[src/rtl/arm_pipelined_mem_pkg.sv]
// Shared types for the unified instruction/data memory sequencer.
// The FSM state and the owner of the access currently in flight.
package arm_pipelined_mem_pkg;

    typedef enum logic [1:0] {
        IDLE,
        WAIT,
        DONE
    } state_t;

    typedef enum logic {
        OWN_I,
        OWN_D
    } owner_t;

endpackage

[src/rtl/arm_pipelined_mem_arbiter.sv]
// Single-ported memory sequencer shared by Fetch and Memory stages.
// Data-priority arbitration with an anti-starvation counter for fetches.
module arm_pipelined_mem_arbiter
    import arm_pipelined_mem_pkg::*;
#(
    parameter int BusWidth    = 32,
    parameter int MemLatency  = 2,
    parameter int StarveLimit = 4
) (
    input  logic                clk,
    input  logic                reset,
    input  logic                IReq,
    input  logic [BusWidth-1:0] IAddr,
    output logic [BusWidth-1:0] IRData,
    output logic                IReady,
    input  logic                DReq,
    input  logic                DWrite,
    input  logic [BusWidth-1:0] DAddr,
    input  logic [BusWidth-1:0] DWData,
    output logic [BusWidth-1:0] DRData,
    output logic                DReady,
    output logic                MemEn,
    output logic                MemWE,
    output logic [BusWidth-1:0] MemAddr,
    output logic [BusWidth-1:0] MemWData,
    input  logic [BusWidth-1:0] MemRData,
    output logic                StallF,
    output logic                StallM
);

    localparam int LW = (MemLatency > 1) ? $clog2(MemLatency) : 1;
    localparam int SW = (StarveLimit > 0) ? $clog2(StarveLimit + 1) : 1;
    localparam logic [LW-1:0] LAT_INIT   = LW'(MemLatency - 1);
    localparam logic [SW-1:0] STARVE_MAX = SW'(StarveLimit);

    state_t        state, state_nxt;
    owner_t        owner;
    logic [LW-1:0] lat_cnt;
    logic [SW-1:0] starve_cnt;
    logic          issue;
    logic          grant_i;
    logic          grant_d;
    logic          capture;

    // Issue is suppressed while reset is held so the memory never sees a
    // strobe from a request that is still pending at reset time.
    always_comb begin
        grant_i = IReq & (~DReq | (starve_cnt == STARVE_MAX));
        grant_d = DReq & ~grant_i;
        issue   = (state == IDLE) & (IReq | DReq) & ~reset;
        capture = (state == WAIT) & (lat_cnt == '0);
    end

    always_ff @(posedge clk or posedge reset) begin
        if (reset) begin
            state <= IDLE;
        end else begin
            state <= state_nxt;
        end
    end

    always_comb begin
        state_nxt = state;
        case (state)
            IDLE: begin
                if (issue) begin
                    state_nxt = (grant_d & DWrite) ? DONE : WAIT;
                end
            end
            WAIT: begin
                if (lat_cnt == '0) begin
                    state_nxt = DONE;
                end
            end
            DONE:    state_nxt = IDLE;
            default: state_nxt = IDLE;
        endcase
    end

    always_comb begin
        MemEn    = issue;
        MemWE    = issue & grant_d & DWrite;
        MemAddr  = '0;
        MemWData = '0;
        if (issue) begin
            MemAddr  = grant_d ? DAddr : IAddr;
            MemWData = grant_d ? DWData : '0;
        end
        IReady = (state == DONE) & (owner == OWN_I);
        DReady = (state == DONE) & (owner == OWN_D);
        StallF = IReq & ~IReady & ~reset;
        StallM = DReq & ~DReady & ~reset;
    end

    always_ff @(posedge clk or posedge reset) begin
        if (reset) begin
            owner      <= OWN_I;
            lat_cnt    <= '0;
            starve_cnt <= '0;
        end else begin
            if (issue) begin
                owner   <= grant_d ? OWN_D : OWN_I;
                lat_cnt <= LAT_INIT;
                if (grant_i) begin
                    starve_cnt <= '0;
                end else if (IReq && (starve_cnt != STARVE_MAX)) begin
                    starve_cnt <= starve_cnt + 1'b1;
                end
            end else if ((state == WAIT) && (lat_cnt != '0)) begin
                lat_cnt <= lat_cnt - 1'b1;
            end
        end
    end

    // Read data holds until the next capture for the same port; stores
    // never pass through WAIT, so they cannot disturb DRData.
    always_ff @(posedge clk or posedge reset) begin
        if (reset) begin
            IRData <= '0;
            DRData <= '0;
        end else if (capture) begin
            if (owner == OWN_I) begin
                IRData <= MemRData;
            end else begin
                DRData <= MemRData;
            end
        end
    end

endmodule
[config.mk]
export PLATFORM = sky130hd
export DESIGN_NAME = arm_pipelined_mem_arbiter
export DESIGN_NICKNAME = d
export VERILOG_FILES = /design/src/rtl/arm_pipelined_mem_pkg.sv /design/src/rtl/arm_pipelined_mem_arbiter.sv
export SDC_FILE = /design/constraint.sdc
export NUM_CORES = 1
export LEC_CHECK = 0
export CAP_MARGIN = 0
export CORE_MARGIN = 3
export CORE_UTILIZATION = 37
export DETAILED_ROUTE_END_ITERATION = 8
export PLACE_DENSITY = 0.86
export REMOVE_ABC_BUFFERS = 1
export SYNTH_ARGS = -nofsm -noshare
export SYNTH_HDL_FRONTEND = slang
export SYNTH_SLANG_ARGS = --single-unit
export TNS_END_PERCENT = 5
[constraint.sdc]
create_clock -name clk -period 5.75 [get_ports clk]
set_input_delay 1.4375 -clock clk [delete_from_list [all_inputs] [get_ports clk]]
set_output_delay 1.4375 -clock clk [all_outputs]
set_load 0.005 [all_outputs]
# [Word level (Yosys, flattened, before mapping)]
# Index checks and enable logic that the tools add are counted.
[op_classes] addsub=2 mux=13 reduce_logical=9 bitwise=23 eq_ne=6
[ops] operator="32-bit two-way mux" count=4
[ops] operator="1-bit bitwise AND" count=14
[ops] operator="2-bit AND reduction" count=4
[ops] operator="1-bit NOT" count=7
[ops] operator="2-bit two-way mux" count=3
[ops] operator="3-bit two-way mux" count=2
[ops] operator="2-bit inequality test, second input constant" count=2
[ops] operator="2-bit one-hot mux with 2 select lines" count=1
[ops] operator="2-bit nonzero test" count=2
[ops] operator="3-bit by 1-bit adder with 3-bit output, second input constant" count=1
[ops] operator="3-bit == test, second input constant" count=1
[ops] operator="1-bit two-way mux" count=3
[ops] operator="3-bit inequality test, second input constant" count=1
[ops] operator="2-bit by 1-bit == test with 1-bit output, second input constant" count=1
[ops] operator="2-bit == test, second input constant" count=1
[ops] operator="1-bit logical AND" count=2
[ops] operator="2-bit zero test" count=1
[ops] operator="1-bit OR" count=2
[ops] operator="1-bit subtractor, second input constant" count=1
[word_totals] out_inout_bits=134 wordCells=59 ff_bits=71

# [Depth between registers and ports, before layout]
# Gate-level depths: netlist of the first run.
[logic_depth] depth_word=9 mapped_depth=7 depth_no_buf=5

# [Least setup slack after synthesis of the first run]
# No wires, ideal clock.
[synth_timing] path_type="input to output" from="input IReq" to="output MemWData[23]" cell_stages=6 n_path_buf=3 slack_ps=1934 arrival_ps=2379 t_required_ps=4313 path_cell_list="buf_2 nand3_1 and3_1 buf_2 buf_2 and2_1"
[synth_between] elab_chain_len=5
[synth_lines] item="start: declaration" line="arm_pipelined_mem_arbiter.sv:12" source="input logic IReq,"
[synth_lines] item="1-bit bitwise AND" line="arm_pipelined_mem_arbiter.sv:48" source="grant_i = IReq & (~DReq | (starve_cnt == STARVE_MAX));"
[synth_lines] item="1-bit NOT" line="arm_pipelined_mem_arbiter.sv:49" source="grant_d = DReq & ~grant_i;"
[synth_lines] item="1-bit bitwise AND" line="arm_pipelined_mem_arbiter.sv:49"
[synth_lines] item="32-bit two-way mux" line="arm_pipelined_mem_arbiter.sv:87" source="MemWData = grant_d ? DWData : '0;"
[synth_lines] item="32-bit two-way mux (*)" line="arm_pipelined_mem_arbiter.sv:85" source="if (issue) begin"
[synth_lines] item="end: declaration" line="arm_pipelined_mem_arbiter.sv:25" source="output logic [BusWidth-1:0] MemWData,"
# Mark *: on every way between the ends. The rest lies on a longest branch, timed or not.

# [Final worst setup path of the first run]
[layout_timing] from="input reset" to="output MemAddr[11]"
[layout_between] elab_chain_len=3
[layout_lines] item="start: declaration" line="arm_pipelined_mem_arbiter.sv:11" source="input logic reset,"
[layout_lines] item="1-bit NOT" line="arm_pipelined_mem_arbiter.sv:50" source="issue = (state == IDLE) & (IReq | DReq) & ~reset;"
[layout_lines] item="1-bit bitwise AND" line="arm_pipelined_mem_arbiter.sv:50"
[layout_lines] item="32-bit two-way mux" line="arm_pipelined_mem_arbiter.sv:85"
[layout_lines] item="end: declaration" line="arm_pipelined_mem_arbiter.sv:24" source="output logic [BusWidth-1:0] MemAddr,"
# No other way between the ends.

==> results of run 1 <==
[metrics by stage]
stage,util (%),std cells
floorplan,-,299
global placement,67.86,702
detailed placement,67.86,702
CTS,69.98,718
global route,69.98,718
finish,69.98,718
[layer usage]
layer / up-vias / wire length, µm / global-route usage, %
met5: - / 0 / 0
met1: 1687 / 4811 / 27.01
li1: 1674 / - / -
met2: 160 / 6822 / 41.14
met3: 35 / 906 / 6.794
met4: 0 / 484 / 9.372
[cell usage after synthesis]
cell | instances | share of area [%]
nor3b_4 | 1 | 0.52
nand2b_4 | 1 | 0.38
o22ai_1 | 1 | 0.17
o21ai_0 | 1 | 0.14
nand2_1 | 4 | 0.42
buf_2 | 4 | 0.56
a21o_1 | 1 | 0.21
nor3_1 | 3 | 0.42
and3b_1 | 1 | 0.24
mux2_1 | 5 | 1.6
and3_1 | 2 | 0.35
buf_6 | 3 | 0.94
nor3_4 | 1 | 0.45
or4b_4 | 1 | 0.38
or3_1 | 1 | 0.17
nor2_1 | 1 | 0.10
inv_1 | 5 | 0.52
a21oi_1 | 32 | 4.5
a21bo_2 | 1 | 0.28
a22o_1 | 1 | 0.24
ha_1 | 2 | 0.70
o2bb2ai_1 | 1 | 0.24
clkbuf_1 | 17 | 1.8
dfrtp_1 | 71 | 49
buf_4 | 3 | 0.63
mux2_2 | 60 | 19
clkbuf_2 | 2 | 0.28
a211o_1 | 1 | 0.24
nand3_1 | 65 | 9.0
and2_1 | 33 | 5.7
nor3b_1 | 3 | 0.63
[sequential cells by signal (all words and copies together) (netlist names)]
name / flops
lat_cnt: 1
IRData: 32
DRData: 32
state: 2
starve_cnt: 3
owner: 1
[placed cells by master, fill, tap and decap left out, drive strengths merged, types with 2 or more instances in the layout]
master / instances
clkdlybuf4s50: 266
ha: 2
mux2: 65
inv: 5
and3: 2
nand2: 4
nor3: 4
nor3b: 4
a21oi: 32
buf: 8
nand3: 65
and2: 33
dfrtp: 71
clkinv: 5
clkbuf: 9
[how the worst max path moves through the flow]
stage          slack, ns  cells after the start  startpoint     endpoint
6_report            0.68                      4       reset  MemAddr[11]
2_1_floorplan       1.42                      3        IReq  MemWData[0]
3_3_place_gp        0.73                      4       reset  MemAddr[18]
5_1_grt             0.53                      4       reset  MemAddr[27]
3_5_place_dp        0.73                      4       reset  MemAddr[17]
4_1_cts             0.71                      4       reset  MemAddr[27]
[power breakdown]
group | internal, W | total (W) | switching, W | leakage [nW]
Sequential | 0.000749 | 0.000898 | 0.000149 | 0.860
Combinational | 0.000857 | 0.00132 | 0.000461 | 1.66
Clock | 0.000201 | 0.000390 | 0.000189 | 0.0992
[critical path: stages]
cell and delay, ns:
clkdlybuf4s50_1 0.50, or3_1 0.81, a21oi_1 0.31, clkdlybuf4s50_1 0.55
[layout make-up]
class	instances	area (µm²)	share of cell area, %
Clock inverter	7	73.82	1.131
Multi-Input combinational cell	223	1650	25.28
Clock buffer	9	123.9	1.898
Tap cell	129	161.4	2.473
Inverter	5	18.77	0.2875
Timing Repair Buffer	274	2723	41.71
Sequential cell	71	1777	27.22
[cells by family (layout without fill, tap and decap cells)]
family	after synthesis	after routing	share of synthesized area (%)
buffers and inverters	34	295	4.697
adders and majority gates	2	2	0.6958
muxes	65	65	20.35
AOI/OAI and AO/OA	39	39	5.985
and+or+nand+nor	117	117	18.86
DFF	71	71	49.41
==> metrics.csv, run 1 <==
metric,value,unit
grt ovf,0,
DRT iter0 DRCs,135,
Clock Tree Root,clkbuf_8,
crit path time final,5.066,ns
antenna violations before repair,0,
synthesized instance count,328,
MaxCap Viol Count,0,
worst r2r src,starve_cnt[0],
Final Slew Violations,0,
Netlist Area Pre-Place,3596,µm²
Ys Warns,0,
number of port buffers,266,
Vias/cell,4.953,
die width,104.6,µm
Max VDD drop,0.0002217,V
Max Fclk,0.1974,GHz
"Hold-fix buffers, CTS",0,
gpl congestion,0.9106,
Vias,3556,
Pre-antenna DRT Iters,5,
FF-to-FF path depth,5,
"Endpoint, Worst Hold",IRData[28],
Hold Path Cell Cnt,1,
Filler Cell Count,695,
Final HPWL DP,9.991,mm
WP data arrival,3.63,ns
PwrDens,399.2,nW/µm²
global-route wire length before repair,20.42,mm
Rel. slew slack,29.01,%
clk_lat worst skew,0.34,ns
Static Leak,2.623,nW
CTS tree,done,
overall die area,10940,µm²
Reg-to-Reg End,starve_cnt[0],
row cnt,35,
hold_ws,0.4881,ns
status,completed,
Diodes inserted,0,
Starting Density,38.55,%
synthesized flop and latch total,71,
TNS Setup,0,ns
hold path startpoint,IRData[28],
skew final,0.008587,ns
drt drc,0,
# resized after CTS,0,
reg2reg setup slack,3.94,ns
Cell variety after synth,31,
routed wire length,13.03,mm
final setup margin,0.6842,ns
startpoint type of the worst setup path,input pin,
die height,104.6,µm
"Period Utilization, post-route",88.10,%
Total Power,0.002606,W
post-synthesis sequential area ratio,49.41,%
Final ANT Viol Nets,0,
final net count,719,
Final Hold Fails,0,
CP Capture Type,output pin,
CTS max path bufs,2,
Routed WL per cell,18.14,µm
share of cells above drive strength 1,15.28,%
Clock Sink Count,71,
H-tree depth,3,
setup repair after global routing missed its margin,false,
dpl ws,0.7260,ns
Num CTS Buffers,9,
"Reg clk slew, reported paths",0.07,ns
post-route cell area,6528,µm²
"Req. time, crit path",4.31,ns
pin count of the biggest net entering global routing,47,
critical path peak fanout,32,
number of global-route vias before repair,3748,
CP Class,input pin to output pin,
global-route usage over all layers,23.50,%
post-CTS setup buffers,0,
area grow syn2layout,81.52,%
Placed Area,6330,µm²
Worst Hold Class,register to register,
Worst Tran Pin Value,1.065,ns
Ports,267,
core footprint,9328,µm²
Setup Viol. Count Final,0,
syn_area_per_cell,10.96,µm²
(Power assumes the default switching activity.)
==> run 2: changes to the inputs <==
--- a/config.mk
+++ b/config.mk
@@ -10,6 +10,7 @@
 export CORE_UTILIZATION = 37
 export DETAILED_ROUTE_END_ITERATION = 8
 export PLACE_DENSITY = 0.86
+export RECOVER_POWER = 25
 export REMOVE_ABC_BUFFERS = 1
 export SYNTH_ARGS = -nofsm -noshare
 export SYNTH_HDL_FRONTEND = slang
==> metrics.csv, run 2 (synthesized netlist as in run 1, its figures left out) <==
metric,value,unit,change
Max VDD drop,0.0002211,V,was 0.0002217 V
number of global-route vias before repair,3748,,unchanged
global-route wire length before repair,20.42,mm,unchanged
die width,104.6,µm,unchanged
Top Metal Used,met4,,unchanged
Rel. slew slack,-16.01,%,was 29.01%
Diodes inserted,0,,unchanged
WP data arrival,3.71,ns,was 3.63 ns
startpoint type of the worst setup path,input pin,,unchanged
Vias,3569,,"was 3,556"
top cell family by delay on the critical path,buffers and inverters,,unchanged
"Hold-fix buffers, CTS",0,,unchanged
FF-to-FF path depth,5,,unchanged
reg2reg setup slack,3.94,ns,about the same
# resized after CTS,0,,unchanged
DRT iter0 DRCs,120,,was 135
overall die area,10940,µm²,unchanged
clk_lat worst skew,0.34,ns,about the same
skew final,0.007144,ns,was 0.008587 ns
post-CTS setup buffers,0,,unchanged
TNS Setup,0,ns,unchanged
Pre-antenna DRT Iters,6,,was 5
Hold Path Cell Cnt,1,,unchanged
Setup Viol. Count Final,0,,unchanged
Final HPWL DP,9.991,mm,unchanged
worst r2r src,starve_cnt[0],,unchanged
Max Fclk,0.1941,GHz,was 0.1974 GHz
CTS tree,done,,unchanged
Reg-to-Reg End,starve_cnt[0],,unchanged
CP Capture Type,output pin,,unchanged
Num CTS Buffers,9,,unchanged
NetSw,0.0007999,W,was 0.0007988 W
PwrDens,398.6,nW/µm²,was 399.2 nW/µm²
met2 wire length,6.838,mm,was 6.822 mm
pin count of the biggest net entering global routing,47,,unchanged
Seq. cell area,1777,µm²,unchanged
Final Slew Violations,47,,was 0
H-tree depth,3,,unchanged
Final Hold Fails,0,,unchanged
share of cells above drive strength 1,14.94,%,was 15.28%
Pint,0.001802,W,was 0.001807 W
area grow syn2layout,81.52,%,unchanged
most frequent cells in the layout,"233 x clkdlybuf4s50_1, 71 x dfrtp_1, 65 x nand3_1",,"was 266 x clkdlybuf4s50_1, 71 x dfrtp_1, 65 x nand3_1"
Sw Ratio,30.75,%,was 30.65%
antenna violations before repair,0,,unchanged
routed wire length,13.01,mm,was 13.03 mm
Final ANT Viol Nets,0,,unchanged
CP Class,input pin to output pin,,unchanged
area of the multi-input gates,1650,µm²,unchanged
die height,104.6,µm,unchanged
global-route usage over all layers,23.50,%,unchanged
row cnt,35,,unchanged
Filler Cell Count,695,,unchanged
status,"complete, but fails checks",,was completed
Comb pwr share,50.4,%,was 50.6%
met3 WL,887,µm,was 906 µm
final net count,719,,unchanged
M1 WL,4.793,mm,was 4.811 mm
Worst Tran Pin Value,1.738,ns,was 1.065 ns
"Period Utilization, post-route",89.58,%,was 88.10%
Seq pwr share,34.5,%,about the same
setup repair after global routing missed its margin,false,,unchanged
crit path time final,5.151,ns,was 5.066 ns
CP bufs+invs,2,,unchanged
"leading cell type in the layout, fill and taps excluded",clkdlybuf4s50_1,,unchanged
"Endpoint, Worst Hold",IRData[28],,unchanged
failing checks,"capacitance limit, slew limit",,
gpl congestion,0.9106,,unchanged
CTS max path bufs,2,,unchanged
Ports,267,,unchanged
largest registers,"DRData x32, IRData x32, starve_cnt x3",,unchanged
core footprint,9328,µm²,unchanged
Worst Hold Class,register to register,,unchanged
Routed WL per cell,18.12,µm,was 18.14 µm
hold path startpoint,IRData[28],,unchanged
number of port buffers,266,,unchanged
post-route cell area,6528,µm²,unchanged
Vias/cell,4.971,,was 4.953
MaxCap Viol Count,1,,was 0
"Req. time, crit path",4.31,ns,about the same
"Slowest-stage cell, CP",or3_1,,unchanged
"Reg clk slew, reported paths",0.07,ns,about the same
Placed Area,6330,µm²,unchanged
Starting Density,38.55,%,unchanged
Clock Tree Root,clkbuf_8,,unchanged
CP peak stage delay,0.79,ns,was 0.81 ns
Static Leak,2.633,nW,was 2.623 nW
grt ovf,0,,unchanged
critical path peak fanout,32,,unchanged
Clock Sink Count,71,,unchanged
CP Cell Sequence,dlygate4sd3_1 > or3_1 > a21oi_1 > clkdlybuf4s50_1,,was clkdlybuf4s50_1 > or3_1 > a21oi_1 > clkdlybuf4s50_1
clock network fraction of design power,15.0,%,about the same
drt drc,0,,unchanged
-- run 2: stage by stage --
stage | util (%) | instances | power [W] | hold WS (ns) | setup slack (ns)
6_report | 69.98 | 718 | 0.002602 | 0.4880 | 0.5991
5_1_grt | 69.98 | 718 | 0.002760 | 0.5080 | 0.4460
4_1_cts | 69.98 | 718 | 0.002642 | 0.4920 | 0.7060
3_5_place_dp | 67.86 | 702 | 0.002235 | 0.4760 | 0.7260
3_3_place_gp | 67.86 | 702 | 0.002176 | 0.4689 | 0.7263
2_1_floorplan | - | 299 | 0.001371 | 0.4828 | 1.422
-- run 2: worst max-delay path by stage --
stage,from,to,depth (start not counted)
after floorplan,IReq,MemWData[0],3
after global placement,reset,MemAddr[18],4
after detailed placement,reset,MemAddr[17],4
after CTS,reset,MemAddr[27],4
after global routing,reset,MemAddr[27],4
final,reset,MemAddr[11],4
-- run 2: layer usage --
metal | GRT usage (%) | up-vias
met3 | 6.794 | 35
li1 | - | 1675
met2 | 41.14 | 157
met5 | 0 | -
met4 | 9.372 | 0
met1 | 27.01 | 1702
-- run 2: power by group through the flow --
stage	sequential [W]	clock [W]	combinational (W)
finish	0.000898	0.000391	0.00131
global route	0.000932	0.000425	0.00140
CTS	0.000902	0.000402	0.00134
detailed placement	0.000908	0	0.00133
global placement	0.000886	0	0.00129
floorplan	0.000908	0	0.000463
-- run 2: layout make-up --
type | instances | share of cell area [%]
Timing Repair Buffer | 274 | 41.71
Sequential cell | 71 | 27.22
Multi-Input combinational cell | 223 | 25.28
Tap cell | 129 | 2.473
Clock buffer | 9 | 1.898
Clock inverter | 7 | 1.131
Inverter | 5 | 0.2875
==> run 3: changes to the inputs <==
--- a/config.mk
+++ b/config.mk
@@ -9,10 +9,9 @@
 export CORE_MARGIN = 3
 export CORE_UTILIZATION = 37
 export DETAILED_ROUTE_END_ITERATION = 8
-export PLACE_DENSITY = 0.86
+export PLACE_DENSITY = 0.93
 export RECOVER_POWER = 25
 export REMOVE_ABC_BUFFERS = 1
 export SYNTH_ARGS = -nofsm -noshare
 export SYNTH_HDL_FRONTEND = slang
 export SYNTH_SLANG_ARGS = --single-unit
-export TNS_END_PERCENT = 5
==> metrics.csv, run 3 (synthesized netlist as in run 1, its figures left out) <==
metric,value,unit,change
Worst Hold Class,register to register,,unchanged
post-route cell area,6578,µm²,was 6528 µm²
gpl congestion,0.9028,,was 0.9106
CP Cell Sequence,clkdlybuf4s50_1 > or3_1 > a21oi_1 > clkdlybuf4s50_1,,was dlygate4sd3_1 > or3_1 > a21oi_1 > clkdlybuf4s50_1
number of port buffers,266,,unchanged
number of global-route vias before repair,3857,,"was 3,748"
drt drc,0,,unchanged
DRT iter0 DRCs,157,,was 120
Diodes inserted,0,,unchanged
H-tree depth,3,,unchanged
Setup Viol. Count Final,0,,unchanged
failing checks,"capacitance limit, slew limit",,unchanged
PwrDens,410.9,nW/µm²,was 398.6 nW/µm²
core footprint,9328,µm²,unchanged
share of cells above drive strength 1,14.63,%,was 14.94%
Routed WL per cell,18.13,µm,was 18.12 µm
"Reg clk slew, reported paths",0.07,ns,about the same
overall die area,10940,µm²,unchanged
largest registers,"DRData x32, IRData x32, starve_cnt x3",,unchanged
CTS tree,done,,unchanged
Max VDD drop,0.0002265,V,was 0.0002211 V
Critical Path Most Common Cell,clkdlybuf4s50_1,,
row cnt,35,,unchanged
clk_lat worst skew,0.33,ns,was 0.34 ns
area grow syn2layout,82.92,%,was 81.52%
critical path peak fanout,32,,unchanged
global-route usage over all layers,23.51,%,was 23.50%
Static Leak,2.661,nW,was 2.633 nW
"leading cell type in the layout, fill and taps excluded",clkdlybuf4s50_1,,unchanged
post-CTS setup buffers,0,,unchanged
most frequent cells in the layout,"231 x clkdlybuf4s50_1, 71 x dfrtp_1, 65 x nand3_1",,"was 233 x clkdlybuf4s50_1, 71 x dfrtp_1, 65 x nand3_1"
Final Hold Fails,0,,unchanged
Pre-antenna DRT Iters,4,,was 6
skew final,0.01257,ns,was 0.007144 ns
Ports,267,,unchanged
CP Class,input pin to output pin,,unchanged
global-route wire length before repair,20.48,mm,was 20.42 mm
Clock Tree Root,clkbuf_8,,unchanged
Final ANT Viol Nets,0,,unchanged
TNS Setup,0,ns,unchanged
Rel. slew slack,-28.24,%,was -16.01%
crit path time final,5.075,ns,was 5.151 ns
grt ovf,0,,unchanged
Max Fclk,0.1971,GHz,was 0.1941 GHz
Num CTS Buffers,9,,unchanged
Worst Tran Pin Value,1.921,ns,was 1.738 ns
CP peak stage delay,0.80,ns,was 0.79 ns
die width,104.6,µm,unchanged
setup repair after global routing missed its margin,false,,unchanged
Final Slew Violations,54,,was 47
Vias/cell,5.025,,was 4.971
"Period Utilization, post-route",88.26,%,was 89.58%
"Hold-fix buffers, CTS",0,,unchanged
pin count of the biggest net entering global routing,54,,was 47
MaxCap Viol Count,1,,unchanged
WP data arrival,3.64,ns,was 3.71 ns
CP Capture Type,output pin,,unchanged
startpoint type of the worst setup path,input pin,,unchanged
die height,104.6,µm,unchanged
"Req. time, crit path",4.31,ns,about the same
routed wire length,13.00,mm,was 13.01 mm
CTS max path bufs,2,,unchanged
Vias,3603,,"was 3,569"
Starting Density,38.55,%,unchanged
# resized after CTS,0,,unchanged
status,"complete, but fails checks",,unchanged
antenna violations before repair,0,,unchanged
final net count,718,,was 719
Clock Sink Count,71,,unchanged
"Slowest-stage cell, CP",or3_1,,unchanged
Final HPWL DP,10.11,mm,was 9.991 mm
Placed Area,6322,µm²,was 6330 µm²
[run 3: cell count changes in the layout (fill, tap and decap cells not counted), moves of 2 or more]
cell	before	now
bufinv_16	1	3
dlygate4sd3_1	33	35
clkdlybuf4s50_1	233	231
clkbuf_8	9	11
clkinv_4	3	1
[run 3: where the power goes]
group          internal, W  leakage (nW)  switching [W]  total (W)
sequential        0.000750         0.860       0.000157   0.000907
clock             0.000312         0.130       0.000176   0.000488
combinational     0.000847          1.67       0.000461    0.00131
[run 3: layout make-up]
| type | count | area (µm²) |
|---|---|---|
| clock buffer | 11 | 151.4 |
| clock inverter | 5 | 103.9 |
| fill | 677 | 2750 |
| inverter | 5 | 18.77 |
| multi-input combinational | 223 | 1650 |
| sequential | 71 | 1777 |
| tap | 129 | 161.4 |
| timing repair buffer | 273 | 2715 |
[run 3: routing by layer]
| layer | routed length [µm] | vias to the layer above | GRT usage [%] |
|---|---|---|---|
| met1 | 4559 | 1741 | 25.40 |
| met4 | 335 | 0 | 8.154 |
| met5 | 0 | - | 0 |
| met2 | 7323 | 171 | 44.19 |
| li1 | - | 1665 | - |
| met3 | 780 | 26 | 6.053 |
[run 3: final timing paths]
| path | start | end | slack (ns) | depth (start not counted) |
|---|---|---|---|---|
| setup / recovery | reset | MemAddr[8] | 0.68 | 4 |
| hold / removal | DRData[17] | DRData[17] | 0.50 | 1 |
| setup reg to reg | starve_cnt[0] | starve_cnt[0] | 3.96 | 5 |
| hold reg to reg | DRData[17] | DRData[17] | 0.50 | 1 |
| max in group asynchronous | reset | IRData[9] | 2.41 | 3 |
| min in group asynchronous | reset | lat_cnt | 2.17 | 2 |
[run 3: worst max-delay path, delay by kind of cell]
family                 cells  cell delay [ns]
AO/OA/AOI/OAI              1             0.34
buffers and inverters      2             1.05
AND/OR/NAND/NOR            1             0.80
[run 3: per-stage QoR]
step	worst slack, ns	hold slack, ns	power, W	cells	utilization [%]
floorplan	1.422	0.4828	0.001371	299	-
global placement	0.7743	0.4683	0.002159	701	67.78
detailed placement	0.6891	0.4789	0.002230	701	67.78
CTS	0.6697	0.5002	0.002739	717	70.52
global route	0.5715	0.5150	0.002853	717	70.52
finish	0.6753	0.4983	0.002703	717	70.52
